## config.mk

```make
export PLATFORM = sky130hd
export DESIGN_NAME = trap_ctrl
export DESIGN_NICKNAME = d
export VERILOG_FILES = /design/src/rtl/trap_ctrl_pkg.sv /design/src/rtl/trap_ctrl_irq_arb.sv /design/src/rtl/trap_ctrl.sv
export SDC_FILE = /design/constraint.sdc
export NUM_CORES = 1
export LEC_CHECK = 0
export CAP_MARGIN = 30
export CORE_AREA = 2 2 154 156
export CTS_CLUSTER_SIZE = 16
export DETAILED_ROUTE_END_ITERATION = 12
export DIE_AREA = 0 0 156 158
export HOLD_SLACK_MARGIN = 0.03
export PLACE_DENSITY = 0.81
export SETUP_SLACK_MARGIN = 0.05
export SLEW_MARGIN = 20
export SYNTH_ARGS = -nofsm -noshare
export SYNTH_HDL_FRONTEND = slang
export SYNTH_SLANG_ARGS = --single-unit
```

## constraint.sdc

```tcl
create_clock -name i_clk -period 6.11 [get_ports i_clk]
set_clock_uncertainty 0.15 [all_clocks]
set_input_delay 1.222 -clock i_clk [delete_from_list [all_inputs] [get_ports i_clk]]
set_output_delay 1.222 -clock i_clk [all_outputs]
set_load 0.01 [all_outputs]
```

## src/rtl/trap_ctrl_pkg.sv

```systemverilog
// Shared types for the trap controller: cause encoding, FSM states and event kinds.
// Vectoring (TRAP_CTRL_VECTORED_EN) uses vec_offset() from here.
package trap_ctrl_pkg;

    typedef struct packed {
        logic        irq;
        logic [30:0] code;
    } mcause_t;

    localparam mcause_t MCAUSE_NONE          = '{irq: 1'b0, code: 31'd0};
    localparam mcause_t MCAUSE_ILLEGAL_INSTR = '{irq: 1'b0, code: 31'd2};
    localparam mcause_t MCAUSE_MSI           = '{irq: 1'b1, code: 31'd3};
    localparam mcause_t MCAUSE_MTI           = '{irq: 1'b1, code: 31'd7};
    localparam mcause_t MCAUSE_MEI           = '{irq: 1'b1, code: 31'd11};

    typedef enum logic [1:0] {
        ST_IDLE     = 2'd0,
        ST_DRAIN    = 2'd1,
        ST_COMMIT   = 2'd2,
        ST_REDIRECT = 2'd3
    } trap_state_t;

    typedef enum logic {
        EV_TRAP = 1'b0,
        EV_MRET = 1'b1
    } ev_kind_t;

    // Vector table offset: interrupts land at base + 4*code, exceptions at base.
    function automatic logic [31:0] vec_offset(input mcause_t c);
        return c.irq ? {c.code[29:0], 2'b00} : 32'd0;
    endfunction

endpackage

```

## src/rtl/trap_ctrl_irq_arb.sv

```systemverilog
// Interrupt arbiter: pending qualification by global mie, fixed priority MEI > MSI > MTI.
// Purely combinational, zero latency, no backpressure.
module irq_arb
    import trap_ctrl_pkg::*;
(
    input  logic    i_mie,
    input  logic    i_mtip,
    input  logic    i_msip,
    input  logic    i_meip,
    input  logic    i_mtie,
    input  logic    i_msie,
    input  logic    i_meie,
    output logic    o_irq_pend,
    output mcause_t o_irq_cause
);

    logic w_mei;
    logic w_msi;
    logic w_mti;

    assign w_mei = i_meip & i_meie;
    assign w_msi = i_msip & i_msie;
    assign w_mti = i_mtip & i_mtie;

    assign o_irq_pend = i_mie & (w_mei | w_msi | w_mti);

    always_comb begin
        o_irq_cause = MCAUSE_NONE;
        if (w_mei)      o_irq_cause = MCAUSE_MEI;
        else if (w_msi) o_irq_cause = MCAUSE_MSI;
        else if (w_mti) o_irq_cause = MCAUSE_MTI;
    end

endmodule

```

## src/rtl/trap_ctrl.sv

```systemverilog
// Machine-mode trap controller: latches exception/MRET/interrupt, drains, commits CSRs, redirects.
// Min latency event->redirect strobe 3 cycles; DRAIN stalls indefinitely on !pipe_idle. Macro: TRAP_CTRL_VECTORED_EN.
module trap_ctrl
    import trap_ctrl_pkg::*;
(
    input  logic        i_clk,
    input  logic        i_rst_n,
    input  logic        i_exc_valid,
    input  mcause_t     i_exc_cause,
    input  logic [31:0] i_exc_pc,
    input  logic [31:0] i_exc_tval,
    input  logic        i_mret,
    input  logic [31:0] i_retire_pc,
    input  logic        i_pipe_idle,
    input  logic        i_mtip,
    input  logic        i_msip,
    input  logic        i_meip,
    input  logic        i_mtie,
    input  logic        i_msie,
    input  logic        i_meie,
    input  logic [29:0] i_mtvec_base,
    input  logic        i_csr_we,
    input  logic        i_mie_wd,
    input  logic        i_mpie_wd,
    input  logic [31:0] i_mepc_wd,
    input  logic [31:0] i_mtval_wd,
    input  mcause_t     i_mcause_wd,
    output logic        o_mie,
    output logic        o_mpie,
    output logic [31:0] o_mepc,
    output logic [31:0] o_mtval,
    output mcause_t     o_mcause,
    output logic        o_stall,
    output logic        o_redirect_valid,
    output logic [31:0] o_redirect_pc
);

    trap_state_t r_state;
    trap_state_t w_next_state;

    ev_kind_t    r_kind;
    mcause_t     r_cause;
    logic [31:0] r_epc;
    logic [31:0] r_tval;

    logic        r_mie;
    logic        r_mpie;
    logic [31:0] r_mepc;
    logic [31:0] r_mtval;
    mcause_t     r_mcause;
    logic [31:0] r_redirect_pc;

    logic        w_irq_pend;
    mcause_t     w_irq_cause;
    logic        w_idle;
    logic        w_commit;
    logic        w_take_exc;
    logic        w_take_mret;
    logic        w_take_irq;
    logic        w_event;
    logic        w_csr_wr;
    logic [31:0] w_trap_target;

    irq_arb u_irq_arb (
        .i_mie       (r_mie),
        .i_mtip      (i_mtip),
        .i_msip      (i_msip),
        .i_meip      (i_meip),
        .i_mtie      (i_mtie),
        .i_msie      (i_msie),
        .i_meie      (i_meie),
        .o_irq_pend  (w_irq_pend),
        .o_irq_cause (w_irq_cause)
    );

    // A CSR write wins over a bare interrupt so the new mie is honoured next cycle.
    assign w_take_exc  = w_idle & i_exc_valid;
    assign w_take_mret = w_idle & ~i_exc_valid & i_mret;
    assign w_take_irq  = w_idle & ~i_exc_valid & ~i_mret & w_irq_pend & ~i_csr_we;
    assign w_event     = w_take_exc | w_take_mret | w_take_irq;
    assign w_csr_wr    = w_idle & i_csr_we & ~i_exc_valid & ~i_mret;

`ifdef TRAP_CTRL_VECTORED_EN
    assign w_trap_target = {i_mtvec_base, 2'b00} + vec_offset(r_cause);
`else
    assign w_trap_target = {i_mtvec_base, 2'b00};
`endif

    always_ff @(posedge i_clk or negedge i_rst_n) begin
        if (!i_rst_n) r_state <= ST_IDLE;
        else          r_state <= w_next_state;
    end

    always_comb begin
        w_next_state = r_state;
        case (r_state)
            ST_IDLE:     if (w_event) w_next_state = ST_DRAIN;
            ST_DRAIN:    if (i_pipe_idle) w_next_state = ST_COMMIT;
            ST_COMMIT:   w_next_state = ST_REDIRECT;
            ST_REDIRECT: w_next_state = ST_IDLE;
            default:     w_next_state = ST_IDLE;
        endcase
    end

    always_comb begin
        w_idle           = (r_state == ST_IDLE);
        w_commit         = (r_state == ST_COMMIT);
        o_stall          = (r_state != ST_IDLE);
        o_redirect_valid = (r_state == ST_REDIRECT);
    end

    always_ff @(posedge i_clk or negedge i_rst_n) begin
        if (!i_rst_n) begin
            r_kind  <= EV_TRAP;
            r_cause <= MCAUSE_NONE;
            r_epc   <= 32'd0;
            r_tval  <= 32'd0;
        end else if (w_take_exc) begin
            r_kind  <= EV_TRAP;
            r_cause <= i_exc_cause;
            r_epc   <= i_exc_pc & ~32'd3;
            r_tval  <= i_exc_tval;
        end else if (w_take_mret) begin
            r_kind  <= EV_MRET;
        end else if (w_take_irq) begin
            r_kind  <= EV_TRAP;
            r_cause <= w_irq_cause;
            r_epc   <= i_retire_pc & ~32'd3;
            r_tval  <= 32'd0;
        end
    end

    always_ff @(posedge i_clk or negedge i_rst_n) begin
        if (!i_rst_n) begin
            r_mie    <= 1'b0;
            r_mpie   <= 1'b0;
            r_mepc   <= 32'd0;
            r_mtval  <= 32'd0;
            r_mcause <= MCAUSE_NONE;
        end else if (w_csr_wr) begin
            r_mie    <= i_mie_wd;
            r_mpie   <= i_mpie_wd;
            r_mepc   <= i_mepc_wd;
            r_mtval  <= i_mtval_wd;
            r_mcause <= i_mcause_wd;
        end else if (w_commit) begin
            if (r_kind == EV_MRET) begin
                r_mie  <= r_mpie;
                r_mpie <= 1'b1;
            end else begin
                r_mepc   <= r_epc;
                r_mcause <= r_cause;
                r_mtval  <= r_tval;
                r_mpie   <= r_mie;
                r_mie    <= 1'b0;
            end
        end
    end

    // Target captured at commit; mret reads mepc before any commit could touch it.
    always_ff @(posedge i_clk or negedge i_rst_n) begin
        if (!i_rst_n)      r_redirect_pc <= 32'd0;
        else if (w_commit) r_redirect_pc <= (r_kind == EV_MRET) ? r_mepc : w_trap_target;
    end

    assign o_mie         = r_mie;
    assign o_mpie        = r_mpie;
    assign o_mepc        = r_mepc;
    assign o_mtval       = r_mtval;
    assign o_mcause      = r_mcause;
    assign o_redirect_pc = r_redirect_pc;

endmodule

```

==> flow_metrics.py <==
metrics = {
    "status": {
        "status": "finished clean",
    },
    "placed_design": {
        "dp_cells": 1474,
        "hpwl_um": 20800,
        "portBuffers": 395,
        "place_congestion": 0.796,
    },
    "timing": {
        "clock.fmax_ghz": 0.301,
        "rsz0062_at_grt": "no",
        "setup_tns_ns": 0,
        "max_slew_margin_pct": 45.6,
        "hold_viol_final": 0,
        "fin_crit_sh_pct": 54.3,
        "finalMaxSlewViolations": 0,
        "max_slew.worst_pin.slew_ns": 0.817,
        "setup_violations": 0,
        "fin_crit_ns": 3.32,
    },
    "clock_network": {
        "cts_setup_buffers": 0,
        "clock-sinks": 227,
        "clk_latency_ns": 0.51,
        "ctsHoldBuffers": 0,
        "clock_tree.root_cell": "clkbuf_16",
        "cts_tree": "done",
        "cts_buffers": 26,
        "cts.path.max_buffers": 3,
        "clk_pin_slew_ns": 0.06,
        "cts_resized": 0,
        "htree_num_levels": 1,
    },
    "drt": {
        "wl_met2_um": 14200,
        "met3RoutedLength_um": 2620,
        "wl_per_cell_um": 19.3,
        "met1_length_um": 11500,
        "dr.first_iter.drc_count": 383,
        "routed_wl_um": 29300,
        "vias": 7932,
        "firstDrtPassIters": 6,
        "drc": 0,
        "avgViaCountPerCell": 5.22,
        "detail-route-antenna-nets": 0,
        "routed.top_layer": "met4",
    },
    "power": {
        "power_frac_clock_pct": 22.0,
        "p_leak_uw": 0.00678,
        "ir_worst_vdd_v": 0.000313,
        "total_power_uw": 7340,
        "power_density_nw_per_um2": 488,
        "sw_frac_of_total_pct": 32.6,
        "p_seq_share_pct": 36.6,
        "p_sw_uw": 2390,
        "p_comb_share_pct": 41.5,
        "power.internal_uw": 4950,
    },
    "synthesis": {
        "ys_seq_area_share_pct": 56.5,
        "yosys-mux-area-fraction_pct": 20.5,
        "synth_area_um2": 10100,
        "ys_async_sr_fraction_pct": 100,
        "synthSimpleGateAreaFrac_pct": 5.85,
        "ys.flop_type": "dfrtp_1",
        "syn_inst": 842,
        "synth-seq-cells": 227,
        "syn_nets": 1115,
        "synth_edf_count": 0,
        "ys_types": 32,
        "syn_avg_cell_area_um2": 11.9,
        "synth-adder-area-share_pct": 0.622,
        "synth-compound-area-share_pct": 12.5,
        "yosysWarnings": 0,
        "synth_top_family_by_area": "multiplexers",
        "synth-xor-area-share_pct": 0,
    },
    "worst_hold_path": {
        "hold_path.class": "flip-flop to flip-flop",
    },
    "floorplan": {
        "start_util_pct": 43.6,
        "die-area_um2": 24600,
        "core_area_um2": 23100,
        "die-width_um": 156,
        "boundaryPins": 400,
        "die_h_um": 158,
        "placementRows": 56,
    },
    "critical_path": {
        "critical_path_arrival_ns": 1.94,
        "crit_fanout": 8,
        "critPathKind": "flip-flop to output port",
        "worstPathRequired_ns": 4.74,
        "critPathMaxStageDelay_ns": 0.48,
        "crit_family": "buffers and inverters",
        "slowest_stage": "clkdlybuf4s50_1",
        "worstSetupStartpointType": "flip-flop",
        "crit_chain": "inv_1 -> ha_1 -> inv_1 -> clkdlybuf4s50_1",
        "cp-end-kind": "output port",
        "cp_num_buf_inv": 3,
        "cp_common_cell": "inv_1",
    },
    "layout": {
        "final_layout_size_suffix_gt1_share_pct": 10.3,
        "nets": 1485,
        "antennaDiodeCount": 0,
        "layout_commonest_cell": "clkdlybuf4s50_1",
        "fin_util_pct": 65.3,
        "fin_cells": 1519,
        "fillers": 1728,
        "area_growth_pct": 49.6,
        "layout_common_cells": "clkdlybuf4s50_1, dfrtp_1, mux2i_1, nand2_1, o21ai_0",
    },
    "grt": {
        "grt_use_total_pct": 22.9,
        "overflow": 0,
        "grt_pass1_wl_um": 44700,
        "grt_max_degree": 134,
        "antenna_found_initial": 0,
        "grt_pass1_vias": 8220,
    },
    "run": {
        "drv_cap": 0,
    },
}
[worst reg2reg max path: stages, from the launching register on]
cell and delay (ns):
dfrtp_1 0.40, inv_1 0.13, ha_1 0.35, or3b_4 0.46, nor2_4 0.13, buf_4 0.50
o21ai_0 0.26
[power by group through the flow]
stage	registers (uW)	clock network, uW	logic, uW
final	2680	1610	3040
after global routing	2770	1700	3290
after CTS	2680	1650	3080
after detailed placement	2690	0	3070
after global placement	2660	0	2980
after floorplan	2770	0	1530
[state kept, by name, summed over array words and instances, names as in the netlist]
signal         cells
r_cause           32
o_mepc            32
r_epc             30
r_kind             1
o_mtval           32
o_mcause          32
r_tval            32
o_redirect_pc     32
o_mpie             1
r_state            2
o_mie              1
[cell type report]
type / count / area [um2] / area share, %
timing repair buffer: 407 / 4080 / 27.1
multi-input combinational: 542 / 3980 / 26.5
clock buffer: 38 / 787 / 5.23
inverter: 8 / 30.0 / 0.200
tap: 290 / 363 / 2.41
clock inverter: 7 / 116 / 0.774
sequential: 227 / 5680 / 37.8
[routing by layer]
layer | vias to the layer above | GRT usage [%]
li1 | 3709 | -
met1 | 3802 | 27.4
met2 | 355 | 39.4
met3 | 66 | 7.01
met4 | 0 | 8.04
met5 | - | 0
[kinds of logic (layout without fill, tap and decap cells)]
family | after synthesis | after routing
buffers and inverters | 73 | 460
multiplexers | 188 | 188
AND/OR/NAND/NOR | 148 | 148
adder cells (fa/ha/maj) | 5 | 5
AO/OA/AOI/OAI | 201 | 201
flip-flops | 227 | 227
[Yosys cell counts, drive strengths merged (2+ instances only)]
| cell | n | area share [%] |
|---|---|---|
| clkbuf | 29 | 1.1 |
| buf | 36 | 2.6 |
| dfrtp | 227 | 56 |
| and2 | 2 | 0.12 |
| mux2i | 125 | 12 |
| ha | 5 | 0.62 |
| nand2 | 106 | 4.0 |
| o21ai | 103 | 5.1 |
| inv | 8 | 0.30 |
| o22a | 3 | 0.26 |
| a21oi | 30 | 1.5 |
| nand3 | 2 | 0.10 |
| o22ai | 2 | 0.12 |
| a22o | 59 | 5.1 |
| nand2b | 2 | 0.12 |
| nor2 | 33 | 1.3 |
| mux2 | 63 | 8.1 |
[stage by stage]
step	setup slack [ns]	hold WS (ns)	cell area (um2)
floorplan	3.39	0.309	10100
global placement	2.09	0.320	14100
detailed placement	2.39	0.331	14100
CTS	2.76	0.346	15000
global route	2.65	0.359	15000
finish	2.79	0.344	15000
[worst paths after layout]
kind / start / end / slack [ns] / cells after the start
worst max-delay path: r_state[0] / o_stall / 2.79 / 4
worst min-delay path: r_cause[31] / r_cause[31] / 0.34 / 1
worst max register to register: r_state[0] / o_mepc[10] / 3.59 / 6
worst min register to register: r_cause[31] / r_cause[31] / 0.34 / 1
max in group asynchronous: i_rst_n / r_kind / 4.00 / 2
min in group asynchronous: i_rst_n / r_tval[3] / 0.61 / 1
Power figures use the tool's default switching activity.
